==> src/rtl/disp_pkg.sv <==
// Shared display definitions: display-mux state codes, nibble codes and
// active-low seven-segment patterns (bit 0 = segment a, bit 6 = segment g).
package disp_pkg;

    typedef enum logic [1:0] {
        ST_IDLE      = 2'd0,
        ST_COUNTDOWN = 2'd1,
        ST_PLAY      = 2'd2,
        ST_GAMEOVER  = 2'd3
    } disp_state_e;

    localparam logic [3:0] NIB_BLANK = 4'hF;
    localparam logic [3:0] NIB_CH_C  = 4'hC;
    localparam logic [3:0] NIB_CH_D  = 4'hD;
    localparam logic [3:0] NIB_CH_E  = 4'hE;

    localparam logic [6:0] SEG_0   = 7'h40;
    localparam logic [6:0] SEG_1   = 7'h79;
    localparam logic [6:0] SEG_2   = 7'h24;
    localparam logic [6:0] SEG_3   = 7'h30;
    localparam logic [6:0] SEG_4   = 7'h19;
    localparam logic [6:0] SEG_5   = 7'h12;
    localparam logic [6:0] SEG_6   = 7'h02;
    localparam logic [6:0] SEG_7   = 7'h78;
    localparam logic [6:0] SEG_8   = 7'h00;
    localparam logic [6:0] SEG_9   = 7'h10;
    localparam logic [6:0] SEG_A   = 7'h08;
    localparam logic [6:0] SEG_B   = 7'h03;
    localparam logic [6:0] SEG_C   = 7'h46;
    localparam logic [6:0] SEG_D   = 7'h21;
    localparam logic [6:0] SEG_E   = 7'h06;
    localparam logic [6:0] SEG_OFF = 7'h7F;

endpackage

==> src/rtl/seg7_decode.sv <==
// Combinational nibble to active-low seven-segment decoder; 4'hF is blank.
module seg7_decode
    import disp_pkg::*;
(
    input  logic [3:0] i_nib,
    output logic [6:0] o_seg
);

    always_comb begin
        o_seg = SEG_OFF;
        case (i_nib)
            4'h0:     o_seg = SEG_0;
            4'h1:     o_seg = SEG_1;
            4'h2:     o_seg = SEG_2;
            4'h3:     o_seg = SEG_3;
            4'h4:     o_seg = SEG_4;
            4'h5:     o_seg = SEG_5;
            4'h6:     o_seg = SEG_6;
            4'h7:     o_seg = SEG_7;
            4'h8:     o_seg = SEG_8;
            4'h9:     o_seg = SEG_9;
            4'hA:     o_seg = SEG_A;
            4'hB:     o_seg = SEG_B;
            NIB_CH_C: o_seg = SEG_C;
            NIB_CH_D: o_seg = SEG_D;
            NIB_CH_E: o_seg = SEG_E;
            default:  o_seg = SEG_OFF;
        endcase
    end

endmodule

==> src/rtl/seven_seg_scanner.sv <==
// Eight-digit common-anode scanner: per-frame input snapshot, anti-ghost
// dead time, brightness duty window, per-digit blink, registered pin drive.
module seven_seg_scanner
    import disp_pkg::*;
#(
    parameter int unsigned TICKS_PER_DIGIT = 100_000,
    parameter int unsigned BLANK_TICKS     = 16,
    parameter int unsigned BLINK_FRAMES    = 64
) (
    input  logic        clk,
    input  logic        rst_n,
    input  logic [31:0] display_data,
    input  logic [7:0]  blink_mask,
    input  logic [2:0]  brightness,
    output logic [7:0]  an,
    output logic [6:0]  seg,
    output logic        dp,
    output logic        frame_start
);

    localparam int unsigned TW = (TICKS_PER_DIGIT > 1) ? $clog2(TICKS_PER_DIGIT) : 1;
    localparam int unsigned FW = (BLINK_FRAMES > 1) ? $clog2(BLINK_FRAMES) : 1;
    localparam int unsigned PW = 40;
    localparam logic [TW-1:0] TICK_LAST  = TW'(TICKS_PER_DIGIT - 1);
    localparam logic [FW-1:0] FRAME_LAST = FW'(BLINK_FRAMES - 1);
    localparam logic [PW-1:0] BLANK_W    = PW'(BLANK_TICKS);
    localparam logic [PW-1:0] SPAN_W     = PW'(TICKS_PER_DIGIT - BLANK_TICKS);

    logic [TW-1:0] r_tick;
    logic [2:0]    r_digit;
    logic [FW-1:0] r_frame;
    logic          r_blink_phase;
    logic [31:0]   r_data;
    logic [7:0]    r_mask;
    logic [2:0]    r_bright;
    logic [7:0]    r_an;
    logic [6:0]    r_seg;
    logic          r_frame_start;

    logic          w_tick_wrap;
    logic          w_digit_wrap;
    logic          w_frame_wrap;
    logic [3:0]    w_nib;
    logic [6:0]    w_seg;
    logic [PW-1:0] w_tick_w;
    logic [PW-1:0] w_win_end;
    logic          w_lit;

    assign w_tick_wrap  = (r_tick == TICK_LAST);
    assign w_digit_wrap = w_tick_wrap && (r_digit == 3'd7);
    assign w_frame_wrap = w_digit_wrap && (r_frame == FRAME_LAST);

    always_ff @(posedge clk or negedge rst_n) begin
        if (!rst_n) begin
            r_tick        <= '0;
            r_digit       <= '0;
            r_frame       <= '0;
            r_blink_phase <= 1'b0;
        end else begin
            r_tick <= w_tick_wrap ? '0 : r_tick + 1'b1;
            if (w_tick_wrap)
                r_digit <= r_digit + 3'd1;
            if (w_digit_wrap)
                r_frame <= (r_frame == FRAME_LAST) ? '0 : r_frame + 1'b1;
            if (w_frame_wrap)
                r_blink_phase <= ~r_blink_phase;
        end
    end

    // Captured on the last cycle of a frame so the next frame sees one consistent view.
    always_ff @(posedge clk or negedge rst_n) begin
        if (!rst_n) begin
            r_data   <= '1;
            r_mask   <= '0;
            r_bright <= 3'd7;
        end else if (w_digit_wrap) begin
            r_data   <= display_data;
            r_mask   <= blink_mask;
            r_bright <= brightness;
        end
    end

    assign w_nib = r_data[{r_digit, 2'b00} +: 4];

    seg7_decode u_decode (
        .i_nib (w_nib),
        .o_seg (w_seg)
    );

    // Duty window end is formed at full width before the divide-by-8 shift.
    assign w_tick_w  = PW'(r_tick);
    assign w_win_end = BLANK_W + (((PW'(r_bright) + PW'(1)) * SPAN_W) >> 3);
    assign w_lit     = (w_tick_w >= BLANK_W) && (w_tick_w < w_win_end) &&
                       (w_nib != NIB_BLANK) && !(r_blink_phase && r_mask[r_digit]);

    always_ff @(posedge clk or negedge rst_n) begin
        if (!rst_n) begin
            r_an          <= '1;
            r_seg         <= SEG_OFF;
            r_frame_start <= 1'b0;
        end else begin
            r_an          <= w_lit ? ~(8'b1 << r_digit) : '1;
            r_seg         <= w_lit ? w_seg : SEG_OFF;
            r_frame_start <= (r_digit == 3'd0) && (r_tick == '0);
        end
    end

    assign an          = r_an;
    assign seg         = r_seg;
    assign dp          = 1'b1;
    assign frame_start = r_frame_start;

endmodule
==> config.mk <==
export PLATFORM = sky130hd
export DESIGN_NAME = seven_seg_scanner
export DESIGN_NICKNAME = d
export VERILOG_FILES = /design/src/rtl/disp_pkg.sv /design/src/rtl/seg7_decode.sv /design/src/rtl/seven_seg_scanner.sv
export SDC_FILE = /design/constraint.sdc
export NUM_CORES = 1
export LEC_CHECK = 0
export BUFFER_PORTS_ARGS = -buffer_cell sky130_fd_sc_hd__buf_2
export CORE_MARGIN = 5
export CORE_UTILIZATION = 54
export DETAILED_ROUTE_END_ITERATION = 7
export PLACE_DENSITY = 0.75
export SYNTH_ARGS = -nofsm -noshare
export SYNTH_HDL_FRONTEND = slang
export SYNTH_HIERARCHICAL = 1
export SYNTH_SLANG_ARGS = --single-unit
==> constraint.sdc <==
create_clock -name clk -period 11.3 [get_ports clk]
set_input_delay 1.13 -clock clk [delete_from_list [all_inputs] [get_ports clk]]
set_output_delay 1.13 -clock clk [all_outputs]
set_load 0.005 [all_outputs]
==> summary.md <==
The flow ran to the end, and the final reports show no timing, DRC or antenna violations. Reg-to-reg critical path startpoint: r_bright[0]. For this design the top-level I/O count stands at 62. The detailed-route via count is 3597. The critical path is of the reg -> reg type. The number of distinct library cells after synthesis is 56, and the top-area cell type share of the netlist area is 25.45%. Setup violations remaining at the end of the flow were counted as 0. After technology mapping, the gate count stands at 455. The worst setup path is launched from a flop.

The worst hold path stage count was 1; the arrival time of the worst setup path was 5.95 ns. For this design, the CTS-stage hold fixing added 0 buffers. The count of maximum capacitance violations was 0; the total of fill cells in the finished design was 788. The clock passes through at most 2 buffers. Measured against its own limit, the worst slew margin works out to 29.89%. Summed over all cells, the static leakage comes to 2.625 nW. The fraction of registers with async set or reset after synthesis is 100.0%.

Once detail routing completed, the nets flagged for antenna violations numbered 0. The worst hold slack was 0.4756 ns; the detailed-route wire length per cell was 16.44 µm. Yosys attributes the largest share of cell area to dfstp_2 (25%), dfrtp_1 (17%), ha_1 (11%). The synthesized design spends more area on one cell type than any other, namely dfstp_2.

The sequential fraction of the synthesis area came out at 42.90%. Counting flops with a built-in enable in the synthesized netlist gives 0. The tools report the overall routed net length as 10.56 mm. TritonCTS built the clock tree. Areal power density over the cells: 119.7 mW/mm².

The die width is 107.8 µm, and the starting density of the core is 55.61%. The root cell of the clock tree is clkbuf_8. The number of design-rule violations left by the first detailed-router iteration came out at 110. The capture point of the worst reg-to-reg path was an[4]. Dividing the detail-routed via count by the number of cells gives 5.603. Summed over all nets, the half-perimeter wirelength after detailed placement is 7.880 mm. Final net count: 600.

The worst hold path begins at r_blink_phase. The library cell used most frequently in the layout, excluding fill and tap cells, is buf_2. DRC violation count after routing: 0.

Derived from the worst setup path, the maximum achievable clock frequency is 0.1749 GHz. In this run the post-CTS setup repair buffer count came out at 0. Entering global routing, the biggest net connects 87 pins. The primary flip-flop cell chosen by synthesis mapping is dfstp_2.

The first TritonRoute pass finished after 4 iterations. For the finished layout, the period the worst path requires is 5.718 ns. The total number of yosys warnings is 6. The count of cells resized by post-cts repair is 0, and the y dimension of the die is 107.8 µm.

In this run the worst path has a maximum fanout of 15. The worst setup path is captured at a flop. Worst hold-check path type: reg -> reg.

The fraction of layout instances using a drive strength above 1 works out to 36.45%. After synthesis the netlist holds a flip-flop and latch count of 86. The worst register-to-register path has a setup slack of 5.58 ns. STA puts the critical path data required time at 11.54 ns.

Setup repair after global routing left no endpoint under its margin. The congestion estimate from routability-driven global placement came to 0.8596. The number of antenna violations at the first check in global routing was 0; the number of I/O port buffers was 60. By instance count, the cell type seen most on the critical path is ha_1.

Average footprint of a synthesized cell: 11.35 µm². The net count after synthesis is 547. The tools report the worst hold path endpoint as r_blink_phase. The H-tree was split into 3 levels. Clock latency on the worst-skew pair, taken at its later pin, is 0.36 ns. The initialized floorplan defines 35 standard-cell rows. Overall power consumption after layout is estimated at 0.6874 mW. Clock tree synthesis inserted a total of 9 buffers.

The aggregate global routing overflow came out at 0. The setup TNS after final layout is 0 ns. At the pin with the least slew margin, the transition time is 1.052 ns. The critical path goes through inv_1, ha_1, ha_1, ha_1, ha_1, a211oi_1, nor3_1, nor4b_1, and3_1, nand4b_1, xnor3_1, ha_1, nand2_1, nor2_1, a221oi_1, o21ai_0, o211ai_1, nand4_1.

For the total die area, the log shows 0.01162 mm². CTS saw 86 sinks. The post-route clock period utilization works out to 50.60%.

The first global-routing pass estimated 18.06 mm of wire. The via count of the first global-routing pass is 3843, and the post-CTS clock slew at the launch and capture registers of the worst setup and hold paths is 0.08 ns. The total area inside the core boundary comes to 0.009284 mm². Between clock sinks in the finished design, the worst skew comes to 0.01425 ns. The slowest stage of the critical path belongs to the cell o211ai_1. The worst supply voltage drop on vdd is 0.07616 mV, and the area of the mapped netlist is 0.005162 mm². Across every metal layer, demand over resource in global routing totals 19.61%. The run gives 0 as the number of inserted diodes.

On the worst path, the slowest cell contributes a delay of 0.82 ns. From synthesis to final layout, the design area changed by 11.22%. The final number of max-transition violations is 0.

Counting cells, the worst reg-to-reg path comes to 18. For the final hold violation count, the log shows 0. The library cells used most frequently in the layout, excluding fill and tap cells, are buf_2 (59), dfstp_2 (50), ha_1 (47), mux2_2 (45), nand2_1 (37).
[cell families after synthesis]
family                     Yosys count  synth area share, %
buffers and inverters               44                4.023
xor gates and xnor gates            35                6.205
AOI/OAI and AO/OA                   54                7.271
adders and majority gates           48                11.59
and+or+nand+nor                    124                11.85
other                                2               0.1455
DFF                                 86                42.90
muxes                               62                16.02
[power breakdown]
group | switching, mW | total [mW] | internal, mW
Combinational | 0.0662 | 0.118 | 0.0521
Sequential | 0.00510 | 0.330 | 0.325
Clock | 0.114 | 0.239 | 0.125
Total | 0.185 | 0.687 | 0.502
[through the flow]
step | setup WS, ns | area [µm²] | utilization (%) | std cells
after global placement | 5.922 | 5517 | 59.42 | 626
final | 5.582 | 5742 | 61.85 | 642
after global routing | 4.895 | 5742 | 61.85 | 642
after detailed placement | 5.621 | 5517 | 59.42 | 626
after floorplan | 6.400 | 5162 | - | 455
after CTS | 5.597 | 5742 | 61.85 | 642
[layer usage]
| layer | routed length, µm | GRT usage (%) | up-vias |
|---|---|---|---|
| met3 | 565 | 5.099 | 14 |
| li1 | - | - | 1721 |
| met2 | 5028 | 32.06 | 84 |
| met1 | 4803 | 25.38 | 1778 |
| met4 | 157 | 6.492 | 0 |
| met5 | 0 | 0 | - |
[flip-flops by register name, indices dropped and copies added, names as in the netlist]
register and flops:
r_mask 8, r_data 32, r_frame 6, r_bright 3
r_tick 17, r_digit 3, frame_start 1, seg 7
an 8, r_blink_phase 1
[worst max-delay path, delay by kind of cell (launching register included)]
| family | cells | cell delay, ns |
|---|---|---|
| AO/OA/AOI/OAI | 4 | 1.66 |
| XOR/XNOR | 1 | 0.21 |
| adder cells (fa/ha/maj) | 5 | 1.60 |
| buffers and inverters | 1 | 0.15 |
| flip-flops | 1 | 0.62 |
| AND/OR/NAND/NOR | 7 | 1.35 |
[worst max path at each step]
stage / to / from / depth (start not counted) / slack, ns
final: an[4] / r_bright[0] / 18 / 5.58
after global routing: an[1] / r_bright[0] / 18 / 4.89
after CTS: an[4] / r_bright[0] / 18 / 5.60
after detailed placement: an[4] / r_bright[0] / 18 / 5.62
after global placement: an[2] / r_bright[0] / 18 / 5.92
after floorplan: an[6] / r_bright[0] / 19 / 6.40
[layout make-up]
type	instances	area, µm²	share of cell area, %
Sequential cell	86	2215	38.57
Timing Repair Buffer	60	302.8	5.273
Clock inverter	4	58.81	1.024
Inverter	26	97.59	1.700
Tap cell	129	161.4	2.811
Clock buffer	12	166.4	2.898
Multi-Input combinational cell	325	2740	47.72
[synth_stat cells (3+ instances only)]
master	n
nor2b_1	4
mux4_2	12
xor2_1	14
nor4_1	3
xnor2_1	20
mux2_2	45
and3_1	5
nor2_1	28
nor3_1	5
o21ai_0	12
mux2i_1	5
a21oi_1	12
a31oi_1	3
clkbuf_1	8
dfrtp_1	36
inv_1	26
nand3_1	16
buf_6	4
a21o_1	4
o211ai_1	3
o22ai_1	3
nand2_1	37
ha_1	47
nand4_1	12
buf_2	4
dfstp_2	50
No activity file was read; power rests on OpenSTA's default activity.
